**src/rtl/ps2_key_gen.sv**
```systemverilog
// PS/2 keyboard receiver: conditions the raw PS/2 clock/data pins, deserialises
// device-to-host frames into scan-code bytes, and groups prefix bytes into
// complete key events on a 65-bit toggle-flagged ps2_key word.
module ps2_key_gen #(
    parameter int FILTER  = 8,
    parameter int TIMEOUT = 50000
) (
    input  logic        clk_sys,
    input  logic        reset,
    input  logic        ps2_clk,
    input  logic        ps2_data,
    output logic [64:0] ps2_key,
    output logic        byte_valid,
    output logic [7:0]  byte_data,
    output logic        frame_err
);

    localparam logic [1:0] ST_IDLE   = 2'd0;
    localparam logic [1:0] ST_DATA   = 2'd1;
    localparam logic [1:0] ST_PARITY = 2'd2;
    localparam logic [1:0] ST_STOP   = 2'd3;

    localparam int FW = $clog2(FILTER + 1);
    localparam int TW = $clog2(TIMEOUT + 1);

    // Input conditioning
    logic          clk_meta_q, clk_sync_q;
    logic          data_meta_q, data_sync_q;
    logic          filt_clk_q, filt_clk_d;
    logic [FW-1:0] filt_cnt_q, filt_cnt_d;
    logic          fall;

    // Frame receiver
    logic [1:0]    state_q, state_d;
    logic [2:0]    bit_cnt_q, bit_cnt_d;
    logic [7:0]    shift_q, shift_d;
    logic          parity_q, parity_d;
    logic [TW-1:0] tmo_q, tmo_d;
    logic          valid_q, valid_d;
    logic          err_q, err_d;
    logic [7:0]    byte_q, byte_d;

    // Event assembly
    logic [55:0]   seq_q, seq_d;
    logic [3:0]    seq_cnt_q, seq_cnt_d;
    logic          e1_q, e1_d;
    logic [64:0]   key_q, key_d;
    logic [63:0]   new_seq;
    logic [3:0]    new_cnt;
    logic          starts_e1;
    logic          hold;

    // Glitch filter: the filtered clock follows the synchronised clock only
    // after FILTER consecutive samples disagree with the current filtered level.
    always_comb begin
        // NOTE: every combinational output gets a default first so no path
        // through the block leaves it unassigned, which would infer a latch.
        filt_clk_d = filt_clk_q;
        filt_cnt_d = '0;
        if (clk_sync_q != filt_clk_q) begin
            if (filt_cnt_q == FW'(FILTER - 1)) begin
                filt_clk_d = clk_sync_q;
            end else begin
                filt_cnt_d = filt_cnt_q + 1'b1;
            end
        end
    end

    assign fall = filt_clk_q & ~filt_clk_d;

    // Two-flop synchronisers and filter state; the idle line level is high.
    always_ff @(posedge clk_sys) begin
        // NOTE: sequential state uses non-blocking assignments so every flop
        // samples the pre-edge values regardless of statement order.
        if (reset) begin
            clk_meta_q  <= 1'b1;
            clk_sync_q  <= 1'b1;
            data_meta_q <= 1'b1;
            data_sync_q <= 1'b1;
            filt_clk_q  <= 1'b1;
            filt_cnt_q  <= '0;
        end else begin
            clk_meta_q  <= ps2_clk;
            clk_sync_q  <= clk_meta_q;
            data_meta_q <= ps2_data;
            data_sync_q <= data_meta_q;
            filt_clk_q  <= filt_clk_d;
            filt_cnt_q  <= filt_cnt_d;
        end
    end

    // Frame FSM: advances on filtered falling edges, aborts on a stalled frame.
    always_comb begin
        state_d   = state_q;
        bit_cnt_d = bit_cnt_q;
        shift_d   = shift_q;
        parity_d  = parity_q;
        tmo_d     = tmo_q;
        valid_d   = 1'b0;
        err_d     = 1'b0;
        byte_d    = byte_q;
        if (fall) begin
            tmo_d = '0;
            case (state_q)
                ST_IDLE: begin
                    if (!data_sync_q) begin
                        state_d   = ST_DATA;
                        bit_cnt_d = '0;
                    end else begin
                        err_d = 1'b1;
                    end
                end
                ST_DATA: begin
                    shift_d   = {data_sync_q, shift_q[7:1]};
                    bit_cnt_d = bit_cnt_q + 1'b1;
                    if (bit_cnt_q == 3'd7) begin
                        state_d = ST_PARITY;
                    end
                end
                ST_PARITY: begin
                    parity_d = data_sync_q;
                    state_d  = ST_STOP;
                end
                ST_STOP: begin
                    state_d = ST_IDLE;
                    // Odd parity over data plus parity bit, and a high stop bit.
                    if ((^{shift_q, parity_q}) && data_sync_q) begin
                        valid_d = 1'b1;
                        byte_d  = shift_q;
                    end else begin
                        err_d = 1'b1;
                    end
                end
                default: state_d = ST_IDLE;
            endcase
        end else if (state_q == ST_IDLE) begin
            tmo_d = '0;
        end else if (tmo_q == TW'(TIMEOUT - 1)) begin
            tmo_d   = '0;
            state_d = ST_IDLE;
            err_d   = 1'b1;
        end else begin
            tmo_d = tmo_q + 1'b1;
        end
    end

    // Frame FSM registers; a reset mid-frame drops the partial byte.
    always_ff @(posedge clk_sys) begin
        if (reset) begin
            state_q   <= ST_IDLE;
            bit_cnt_q <= '0;
            shift_q   <= '0;
            parity_q  <= 1'b0;
            tmo_q     <= '0;
            valid_q   <= 1'b0;
            err_q     <= 1'b0;
            byte_q    <= '0;
        end else begin
            state_q   <= state_d;
            bit_cnt_q <= bit_cnt_d;
            shift_q   <= shift_d;
            parity_q  <= parity_d;
            tmo_q     <= tmo_d;
            valid_q   <= valid_d;
            err_q     <= err_d;
            byte_q    <= byte_d;
        end
    end

    // Event assembly: accumulate prefix bytes, publish complete key events.
    always_comb begin
        seq_d     = seq_q;
        seq_cnt_d = seq_cnt_q;
        e1_d      = e1_q;
        key_d     = key_q;
        // The held history is zero when empty, so one shift form covers both
        // the first byte and later ones; only 7 held bytes can reach the event.
        new_seq   = {seq_q, byte_q};
        new_cnt   = (seq_cnt_q == 4'd8) ? 4'd8 : seq_cnt_q + 4'd1;
        starts_e1 = (seq_cnt_q == 4'd0) ? (byte_q == 8'hE1) : e1_q;
        hold      = (byte_q == 8'hE0) || (byte_q == 8'hF0)
                 || (starts_e1 && (new_cnt < 4'd8))
                 || ((new_cnt == 4'd2) && (new_seq[15:0] == 16'hE012))
                 || ((new_cnt == 4'd3) && (new_seq[23:0] == 24'hE0F07C));
        if (err_q) begin
            seq_d     = '0;
            seq_cnt_d = '0;
            e1_d      = 1'b0;
        end else if (valid_q) begin
            if (hold) begin
                seq_d     = new_seq[55:0];
                seq_cnt_d = new_cnt;
                e1_d      = starts_e1;
            end else begin
                key_d     = {~key_q[64], new_seq};
                seq_d     = '0;
                seq_cnt_d = '0;
                e1_d      = 1'b0;
            end
        end
    end

    // Event assembly registers.
    always_ff @(posedge clk_sys) begin
        if (reset) begin
            seq_q     <= '0;
            seq_cnt_q <= '0;
            e1_q      <= 1'b0;
            key_q     <= '0;
        end else begin
            seq_q     <= seq_d;
            seq_cnt_q <= seq_cnt_d;
            e1_q      <= e1_d;
            key_q     <= key_d;
        end
    end

    assign ps2_key    = key_q;
    assign byte_valid = valid_q;
    assign byte_data  = byte_q;
    assign frame_err  = err_q;

endmodule

```
**config.mk**
```make
export PLATFORM = sky130hd
export DESIGN_NAME = ps2_key_gen
export DESIGN_NICKNAME = d
export VERILOG_FILES = /design/src/rtl/ps2_key_gen.sv
export SDC_FILE = /design/constraint.sdc
export NUM_CORES = 1
export LEC_CHECK = 0
export BUFFER_PORTS_ARGS = -buffer_cell sky130_fd_sc_hd__buf_4
export CAP_MARGIN = 40
export CELL_PAD_IN_SITES_DETAIL_PLACEMENT = 1
export CELL_PAD_IN_SITES_GLOBAL_PLACEMENT = 1
export CORE_MARGIN = 1.5
export CORE_UTILIZATION = 46
export CTS_CLUSTER_DIAMETER = 40
export DETAILED_ROUTE_END_ITERATION = 7
export GPL_ROUTABILITY_DRIVEN = 1
export HOLD_SLACK_MARGIN = 0.12
export PLACE_DENSITY = 0.83
export SLEW_MARGIN = 20
export SYNTH_ARGS = -nofsm -noshare
export SYNTH_HDL_FRONTEND = slang
export SYNTH_SLANG_ARGS = --single-unit
```
**constraint.sdc**
```tcl
create_clock -name clk_sys -period 2.8 [get_ports clk_sys]
set_clock_uncertainty 0.05 [all_clocks]
set_input_delay 0.14 -clock clk_sys [delete_from_list [all_inputs] [get_ports clk_sys]]
set_output_delay 0.14 -clock clk_sys [all_outputs]
set_load 0.02 [all_outputs]
```
After elaboration in Yosys (flattened, before gate mapping)
Index checks and enable logic that the tools add are counted.
W data, S select, Z words.

storage, ports and cells
  ROM bits = 0
  latch bits = 0
  output and inout port bits = 75
  memories = 0
  bits of input ports = 4
  bits in registers = 175
  RAM bits = 0

operators by class
  $lt $le $gt $ge = 1
  shift operators = 0
  reduce and logical (&&, ||, !) cells = 23
  bitwise gates (word level) = 8
  add/subtract/negate cells = 4
  multipliers = 0
  multiplexer cells = 22
  div/mod/pow operators = 0
  equal/unequal tests = 18

operators with widths
  operator                 number
  $mux W56                 1
  $eq A16 B16 Y1 const B   2
  $eq A24 B24 Y1 const B   1
  $eq A8 B8 Y1 const B     3
  $add A16 B1 Y16 const B  1
  $mux W1                  10
  $mux W2                  5
  $reduce_and A3 Y1        3
  $reduce_xor A9 Y1        1
  $add A4 B1 Y4 const B    2
  $eq A4 B2 Y1 const B     2
  $mux W4                  2
  $pmux W2 S4              1
  $not A1 Y1               7
  $pmux W3 S2              1
  $reduce_or A3 Y1         2
  $eq A2 B2 Y1 const B     2
  $eq A4 B3 Y1 const B     1
  $eq A4 B4 Y1 const B     1
  $logic_and A1 B1 Y1      4
  $logic_not A4 Y1         1
  $logic_or A1 B1 Y1       4
  $lt A4 B4 Y1 const B     1
  $ne A2 B2 Y1 const B     2
  14 further kinds         16

Logic depth before layout (Yosys ltp)
Gate-level depths: netlist (run 1).

  depth after elaboration = 9
  mapped depth = 9

Worst setup path after synthesis (run 1)
OpenSTA, ideal clock, no wires.

  path kind = register -> register
  start = register seq_cnt_q[0]
  end = register seq_cnt_q[0]
  arrival = 2.153 ns
  stages on the path, launching flop included = 10
  required time = 2.692 ns
  period minus slack after synthesis = 2.262 ns
  slack = 0.538 ns
  cells stage by stage = dfxtp_1 inv_1 ha_1 nor2b_1 or3b_2 a21oi_1 o311a_2 buf_6 buf_6 a31o_1

on the way
  word-level cells in the longest chain between the ends = 8
  elaborated cells on any way between the ends = 15
  classes of those cells = add/sub (1); order compare (1); eq/ne (3); mux (3); reduce/logical (7)

RTL lines
  item                                           RTL line  text
  start: declaration                             45        logic [3:0] seq_cnt_q, seq_cnt_d;
  start signal: assignment                       212       seq_cnt_q <= seq_cnt_d;
  $add A4 B1 Y4 or $eq A4 B4 Y1 (tied branches)  179       new_cnt = (seq_cnt_q == 4'd8) ? 4'd8 : seq_cnt_q + 4'd1;
  $mux W4                                        179
  $lt A4 B4 Y1                                   182       || (starts_e1 && (new_cnt < 4'd8))
  $logic_and A1 B1 Y1                            182
  $logic_or A1 B1 Y1                             182
  $logic_or A1 B1 Y1                             183       || ((new_cnt == 4'd2) && (new_seq[15:0] == 16'hE012))
  $logic_or A1 B1 Y1                             184       || ((new_cnt == 4'd3) && (new_seq[23:0] == 24'hE0F07C));
  $mux W4 (*)                                    190       if (hold) begin

Mark *: on every way between the ends. The rest lies on a longest branch, timed or not.
A chain may end at the register's enable or synchronous reset.

Worst setup path in the final report (run 1)
  start = register seq_cnt_q[0]
  end = register key_q[64], in the netlist ps2_key[64]

on the way
  word-level cells in the longest chain between the ends = 9
  elaborated cells on any way between the ends = 16
  classes of those cells = add/sub (1); order compare (1); eq/ne (3); mux (2); bitwise (1); reduce/logical (8)

RTL lines
  item                                           RTL line  text
  $add A4 B1 Y4 or $eq A4 B4 Y1 (tied branches)  179
  $mux W4                                        179
  $lt A4 B4 Y1                                   182
  $logic_and A1 B1 Y1                            182
  $logic_or A1 B1 Y1                             182
  $logic_or A1 B1 Y1                             183
  $logic_or A1 B1 Y1 (*)                         184
  $not A1 Y1 (no source line) (*)                --
  $reduce_and A3 Y1 (no source line) (*)         --
  end signal: assignment                         214       key_q <= key_d;
  end: declaration                               47        logic [64:0] key_q, key_d;

Marks and branches as above.

==> results of run 1 <==
-- area by class of cell --
| class | count | share of cell area (%) |
|---|---|---|
| timing repair buffer | 88 | 8.11 |
| clock buffer | 19 | 5.20 |
| tap | 211 | 3.10 |
| sequential | 175 | 41.1 |
| multi-input combinational | 463 | 40.4 |
| clock inverter | 13 | 1.63 |
| inverter | 9 | 0.397 |
-- cell families after synthesis --
group                      Yosys count
muxes                               84
DFF                                175
AOI/OAI and AO/OA                   83
adders and majority gates           12
buffers and inverters               55
and+or+nand+nor                    260
xor gates and xnor gates            24
-- routing by layer --
| metal | vias to the layer above | routed length, um |
|---|---|---|
| li1 | 2507 | - |
| met5 | - | 0 |
| met2 | 73 | 8470 |
| met3 | 28 | 448 |
| met1 | 2538 | 7430 |
| met4 | 0 | 317 |
-- repair_timing --
item,in CTS,in global routing
hold buffers,2,0
hold endpoints to repair,2,0
resized for setup,0,1
endpoints found under the setup margin,0,95
-- worst reg2reg max path: cells and delay by family, from the launching register on --
family / cells / cell delay, ns
multiplexers: 1 / 0.31
AND/OR/NAND/NOR: 3 / 0.87
adder cells (fa/ha/maj): 1 / 0.19
buffers and inverters: 2 / 0.40
AO/OA/AOI/OAI: 1 / 0.31
flip-flops: 1 / 0.35
-- state kept, by name, summed over array words and instances (netlist names), 3 cells and up --
name,count
shift_q,8
byte_data,8
ps2_key,65
seq_cnt_q,4
filt_cnt_q,4
bit_cnt_q,3
tmo_q,16
seq_q,56
-- power groups by stage --
stage / Clock, mW / Sequential [mW] / Combinational [mW]
floorplan: 0 / 2.55 / 0.0692
global placement: 0 / 2.55 / 0.0824
detailed placement: 0 / 2.55 / 0.0848
CTS: 2.38 / 2.49 / 0.0883
global route: 2.50 / 2.49 / 0.0935
finish: 2.34 / 2.49 / 0.0867
-- synthesized netlist by cell type, types with 2 or more instances --
| cell | instances |
|---|---|
| and3b_1 | 3 |
| a31oi_1 | 2 |
| a22oi_1 | 2 |
| clkbuf_1 | 33 |
| nor3_1 | 5 |
| nand4b_1 | 3 |
| buf_6 | 10 |
| a31o_1 | 2 |
| mux2_2 | 3 |
| nor2b_1 | 7 |
| a21oi_1 | 9 |
| nor4b_1 | 2 |
| and3_1 | 3 |
| or3_1 | 2 |
| and4_1 | 2 |
| xnor2_1 | 11 |
| inv_1 | 9 |
| o21ai_0 | 2 |
| nand4_1 | 4 |
| dfxtp_1 | 175 |
| or2_2 | 5 |
| nor2_1 | 44 |
| nor4_1 | 2 |
| a22o_1 | 56 |
| nand2_1 | 11 |
| o311ai_0 | 2 |
| xor2_1 | 12 |
| or4_1 | 3 |
| nand3_1 | 16 |
| nand2b_1 | 142 |
| buf_2 | 3 |
| ha_1 | 12 |
| mux2i_1 | 80 |
-- worst max-delay path by stage --
stage / from / end / cells after the start
floorplan: seq_cnt_q[0] / seq_cnt_q[0] / 9
global placement: seq_cnt_q[0] / ps2_key[64] / 8
detailed placement: seq_cnt_q[0] / ps2_key[22] / 8
CTS: seq_cnt_q[0] / ps2_key[22] / 8
global route: seq_cnt_q[0] / ps2_key[15] / 8
finish: seq_cnt_q[0] / ps2_key[64] / 8
-- metrics by stage --
step | hold WS [ns] | setup slack [ns] | instances | util [%]
after floorplan | 0.194 | 0.538 | 693 | -
after global placement | 0.277 | 0.290 | 944 | 51.9
after detailed placement | 0.278 | 0.117 | 944 | 51.9
after CTS | 0.151 | 0.0712 | 978 | 55.8
after global routing | 0.192 | 0.00912 | 978 | 55.8
final | 0.151 | 0.227 | 978 | 55.8
==> flow_metrics.tcl, run 1 <==
set metrics [dict create \
    avgSynthCellArea_um2 10.4 \
    layout-drive-gt1-share_pct 17.3 \
    power.leakage_nw 3.14 \
    ys_top_cells_by_area "dfxtp_1, nand2b_1, mux2i_1" \
    pwr-share-comb_pct 1.8 \
    die_height_um 128 \
    vias_per_cell 5.26 \
    ir_worst_vdd_v 0.000443 \
    setup-violations-final 0 \
    r2r_end "ps2_key[64]" \
    final_cell_area_um2 8520 \
    seq_area_frac_synth_pct 48.6 \
    p_clk_share_pct 47.6 \
    p_seq_share_pct 50.6 \
    ys_seq_elements 175 \
    fin_setup_tns_ns 0 \
    cp_cell_sequence "inv_1, ha_1, nor2b_1, or3b_2, a21oi_2, nor4_2, buf_4, mux2_2" \
    grt.busiest_layer "met2" \
    synth_top_family_by_area "simple AND/OR/NAND/NOR gates" \
    synth_xor_area_share_pct 3.10 \
    vias 5146 \
    hpwlAfterDp_um 11100 \
    start_kind "flip-flop" \
    grt_pass1_vias 5545 \
    reg2reg_slack_ns 0.23 \
    critPathKind "flip-flop to flip-flop" \
    dr.pass1.iters 4 \
    slowest_delay_ns 0.51 \
    antenna_found_initial 0 \
    total_power_mw 4.92 \
    crit_slowest_cell "or3b_2" \
    fillers 1638 \
    hold_path_end "bit_cnt_q[1]" \
    gp_congestion 0.808 \
    yosysTopAreaCellShare_pct 48.6 \
    cts_buffers 17 \
    routedWlPerCell_um 17.0 \
    die_w_um 128 \
    synthAdderAreaFrac_pct 2.08 \
    row_count 45 \
    start_util_pct 47.3 \
    post_cts_buffers 0 \
    ys_async_sr_fraction_pct 0 \
    min_path_cells 2 \
    cap_violations 0 \
    ant_nets 0 \
    drc 0 \
    io_pins 79 \
    cts_max_level 4 \
    ys.flop_type "dfxtp_1" \
    synthSimpleGateAreaFrac_pct 20.9 \
    core_um2 15300 \
    die-area_um2 16400 \
    worst_slew_pin_slew_ns 0.620 \
    synth_cell_types 49 \
    synth_cells 693 \
    cts_tree "yes" \
    drtIter0Drc 223 \
    synth_area_um2 7220 \
    cts_sinks 175 \
    internal-power_mw 3.87 \
    crit_required_ns 3.07 \
    r2r_cells 8 \
    drv_slew 0 \
    end_kind "flip-flop" \
    clockBufferDepth 2 \
    cts_root_buf "clkbuf_16" \
    r2r-start "seq_cnt_q[0]" \
    clk_latency_ns 0.43 \
    nets 770 \
    cpLargestDelayFamily "simple AND/OR/NAND/NOR gates" \
    grt_max_degree 86 \
    port_buffers 78 \
    min_from "reset" \
    met2_usage_pct 39.3 \
    hold_viol 0 \
    worstPathArrival_ns 2.84 \
    multi_input_area_um2 3440 \
    p_sw_share_pct 21.4 \
    synth.largest_area_cell "dfxtp_1" \
    seq_area_um2 3500 \
    yosys_warnings 0 \
    grt_usage_pct 21.7 \
    period_minus_slack_ns 2.57 \
    routed_wl_um 16700 \
    pwr_density_cell_nw_per_um2 578 \
    grt_util_met3_pct 4.55 \
    rsz0062_at_grt "no" \
    switching_power_mw 1.05 \
    finalCritPeriodShare_pct 91.9 \
    status "finished clean" \
    grt_overflow_total 0 \
    diodes 0 \
    global_route.usage.met1_pct 25.3 \
    final_cell_mix "dfxtp_1, nand2b_1, buf_4, mux2i_1, a22o_1" \
    clk_pin_slew_ns 0.07 \
    synthMuxAreaShare_pct 11.8 \
    slew_headroom_pct 58.7 \
    syn_to_final_growth_pct 18.1 \
    grt_pass1_wl_um 28200 \
    cp.buffers_inverters 2 \
    synth_compound_area_share_pct 9.66 \
    synth_nets 709 \
    synth_edf_count 0 \
    hold_class "input pin to flip-flop" \
    crit_path_max_fanout 19 \
    fmax_mhz 389 \
    mostFrequentLayoutCell "dfxtp_1" \
    place_area_um2 7910 \
]
No activity file was read; power rests on OpenSTA's default activity.
==> run 2: changes to the inputs <==
--- a/config.mk
+++ b/config.mk
@@ -5,15 +5,16 @@
 export SDC_FILE = /design/constraint.sdc
 export NUM_CORES = 1
 export LEC_CHECK = 0
+export ABC_AREA = 1
 export BUFFER_PORTS_ARGS = -buffer_cell sky130_fd_sc_hd__buf_4
 export CAP_MARGIN = 40
 export CELL_PAD_IN_SITES_DETAIL_PLACEMENT = 1
 export CELL_PAD_IN_SITES_GLOBAL_PLACEMENT = 1
 export CORE_MARGIN = 1.5
-export CORE_UTILIZATION = 46
+export CORE_UTILIZATION = 42
 export CTS_CLUSTER_DIAMETER = 40
 export DETAILED_ROUTE_END_ITERATION = 7
-export GPL_ROUTABILITY_DRIVEN = 1
+export GPL_ROUTABILITY_DRIVEN = 0
 export HOLD_SLACK_MARGIN = 0.12
 export PLACE_DENSITY = 0.83
 export SLEW_MARGIN = 20
==> flow_metrics.tcl, run 2 <==
set metrics [dict create \
    port_buffers 78 \
    die-area_um2 21400 \
    drtIter0Drc 374 \
    synth.most_common_cell "nand2_1" \
    synth_top_family_by_area "simple AND/OR/NAND/NOR gates" \
    rsz0062_at_grt "no" \
    mostFrequentLayoutCell "nand2_1" \
    core_um2 20200 \
    ir_worst_vdd_v 0.000384 \
    p_seq_share_pct 48.9 \
    ys_seq_elements 175 \
    cts_buffers 17 \
    cap_violations 0 \
    global_route.usage.met1_pct 27.1 \
    holdWs_ns 0.366 \
    crit_path_max_fanout 50 \
    crit_required_ns 3.10 \
    grt_overflow_total 0 \
    drv_slew 0 \
    start_kind "flip-flop" \
    end_kind "flip-flop" \
    grt_max_degree 66 \
    hold_viol 0 \
    grt_util_met3_pct 4.41 \
    routedWlPerCell_um 13.2 \
    synth_nets 1344 \
    die_w_um 146 \
    worstPathArrival_ns 2.47 \
    hpwlAfterDp_um 14600 \
    seq_area_frac_synth_pct 40.6 \
    grt_usage_pct 21.8 \
    ant_nets 0 \
    ys_async_sr_fraction_pct 0 \
    avgSynthCellArea_um2 6.50 \
    vias 7915 \
    grt_pass1_wl_um 38400 \
    pwr-share-comb_pct 1.5 \
    start_util_pct 42.8 \
    clockBufferDepth 2 \
    setup-violations-final 0 \
    synth_xor_area_share_pct 0.710 \
    synth_commonest_cells "nand2_1, inv_1, dfxtp_1, nor2_1, a21oi_1" \
    hold_class "flip-flop to flip-flop" \
    synth_edf_count 0 \
    cts_max_level 4 \
    p_clk_share_pct 49.5 \
    nets 1395 \
    critPathKind "flip-flop to flip-flop" \
    synth_area_um2 8630 \
    fmax_mhz 460 \
    cts_sinks 175 \
    drc 0 \
    post_cts_buffers 0 \
    cts_tree "yes" \
    finalCritPeriodShare_pct 77.7 \
    synth_cell_types 33 \
    grt.busiest_layer "met2" \
    dr.pass1.iters 4 \
    met2_usage_pct 38.3 \
    internal-power_mw 3.96 \
    ys_top_cells_by_area "dfxtp_1, nand2_1, inv_1" \
    synthAdderAreaFrac_pct 1.74 \
    clk_pin_slew_ns 0.07 \
    row_count 52 \
    synth.largest_area_cell "dfxtp_1" \
    yosysTopAreaCellShare_pct 40.6 \
    clk_latency_ns 0.43 \
    worst_slew_pin_slew_ns 0.674 \
    pwr_density_cell_nw_per_um2 508 \
    yosys_warnings 0 \
    final_cell_area_um2 10000 \
    diodes 0 \
    status "finished clean" \
    ys.flop_type "dfxtp_1" \
    fin_setup_tns_ns 0 \
    switching_power_mw 1.13 \
    final_cell_mix "nand2_1, inv_1, dfxtp_1, nor2_1, buf_4" \
    synthMuxAreaShare_pct 0 \
    period_minus_slack_ns 2.17 \
    synth_cells 1328 \
    grt_pass1_vias 8157 \
    largest_register_ffs 65 \
    die_height_um 146 \
    io_pins 79 \
    synthSimpleGateAreaFrac_pct 33.6 \
    layout-drive-gt1-share_pct 17.5 \
    place_area_um2 9360 \
    cts_root_buf "clkbuf_16" \
    power.leakage_nw 4.67 \
    slew_headroom_pct 55.1 \
    synth_compound_area_share_pct 6.25 \
    routed_wl_um 22000 \
    syn_to_final_growth_pct 16.1 \
    antenna_found_initial 0 \
    vias_per_cell 4.76 \
    p_sw_share_pct 22.2 \
]
-- run 2: path summary, 6_finish.rpt --
check                             startpoint         end  slack, ns  cells past startpoint
worst min-delay path              clk_meta_q  clk_sync_q       0.37                      1
worst min register to register    clk_meta_q  clk_sync_q       0.37                      1
worst max register to register  seq_cnt_q[0]   seq_q[37]       0.63                     11
worst max-delay path            seq_cnt_q[0]   seq_q[37]       0.63                     11
-- run 2: routing by layer --
| layer | wire length (um) | vias to the layer above |
|---|---|---|
| met4 | 248 | 0 |
| met3 | 722 | 22 |
| met5 | 0 | - |
| li1 | - | 4061 |
| met2 | 10900 | 89 |
| met1 | 10100 | 3743 |
-- run 2: logic make-up after synthesis --
| family | after synthesis |
|---|---|
| compound gates | 105 |
| xor+xnor | 7 |
| fa+ha+maj | 12 |
| buf+inv | 366 |
| flops | 175 |
| simple gates | 663 |
-- run 2: metrics by stage --
step	utilization [%]	setup WS, ns	std cells	power, mW
final	49.7	0.626	1662	5.09
after CTS	49.7	0.638	1662	5.14
after global placement	46.4	0.771	1625	2.62
after detailed placement	46.4	0.657	1625	2.62
after floorplan	-	1.03	1328	2.60
after global routing	49.7	0.406	1662	5.27
-- run 2: cell type report --
cell class	instances	area [um2]
fill	2695	10100
multi-input combinational	787	3660
sequential	175	3500
inverter	300	1130
timing repair buffer	98	773
clock buffer	18	439
tap	270	338
clock inverter	14	181
-- run 2: power groups by stage --
stage	combinational (mW)	clock, mW	sequential (mW)
global route	0.0882	2.69	2.49
floorplan	0.0541	0	2.55
CTS	0.0793	2.57	2.49
global placement	0.0732	0	2.55
finish	0.0781	2.52	2.49
detailed placement	0.0733	0	2.55
-- run 2: worst max-delay path, stage by stage, from the launching register on --
cell and delay, ns:
dfxtp_1 0.36, inv_1 0.12, ha_1 0.18, nand3_1 0.12
nand3_2 0.11, nand3_1 0.11, nor2_1 0.21, nor2_4 0.07
nand2_2 0.21, buf_12 0.26, nand2_1 0.09, a21oi_1 0.18
-- run 2: repair_timing --
item	4_1_cts	5_1_grt
resized for setup	0	0
setup endpoints to repair	0	0
hold buffers	5	0
hold endpoints to repair	10	0
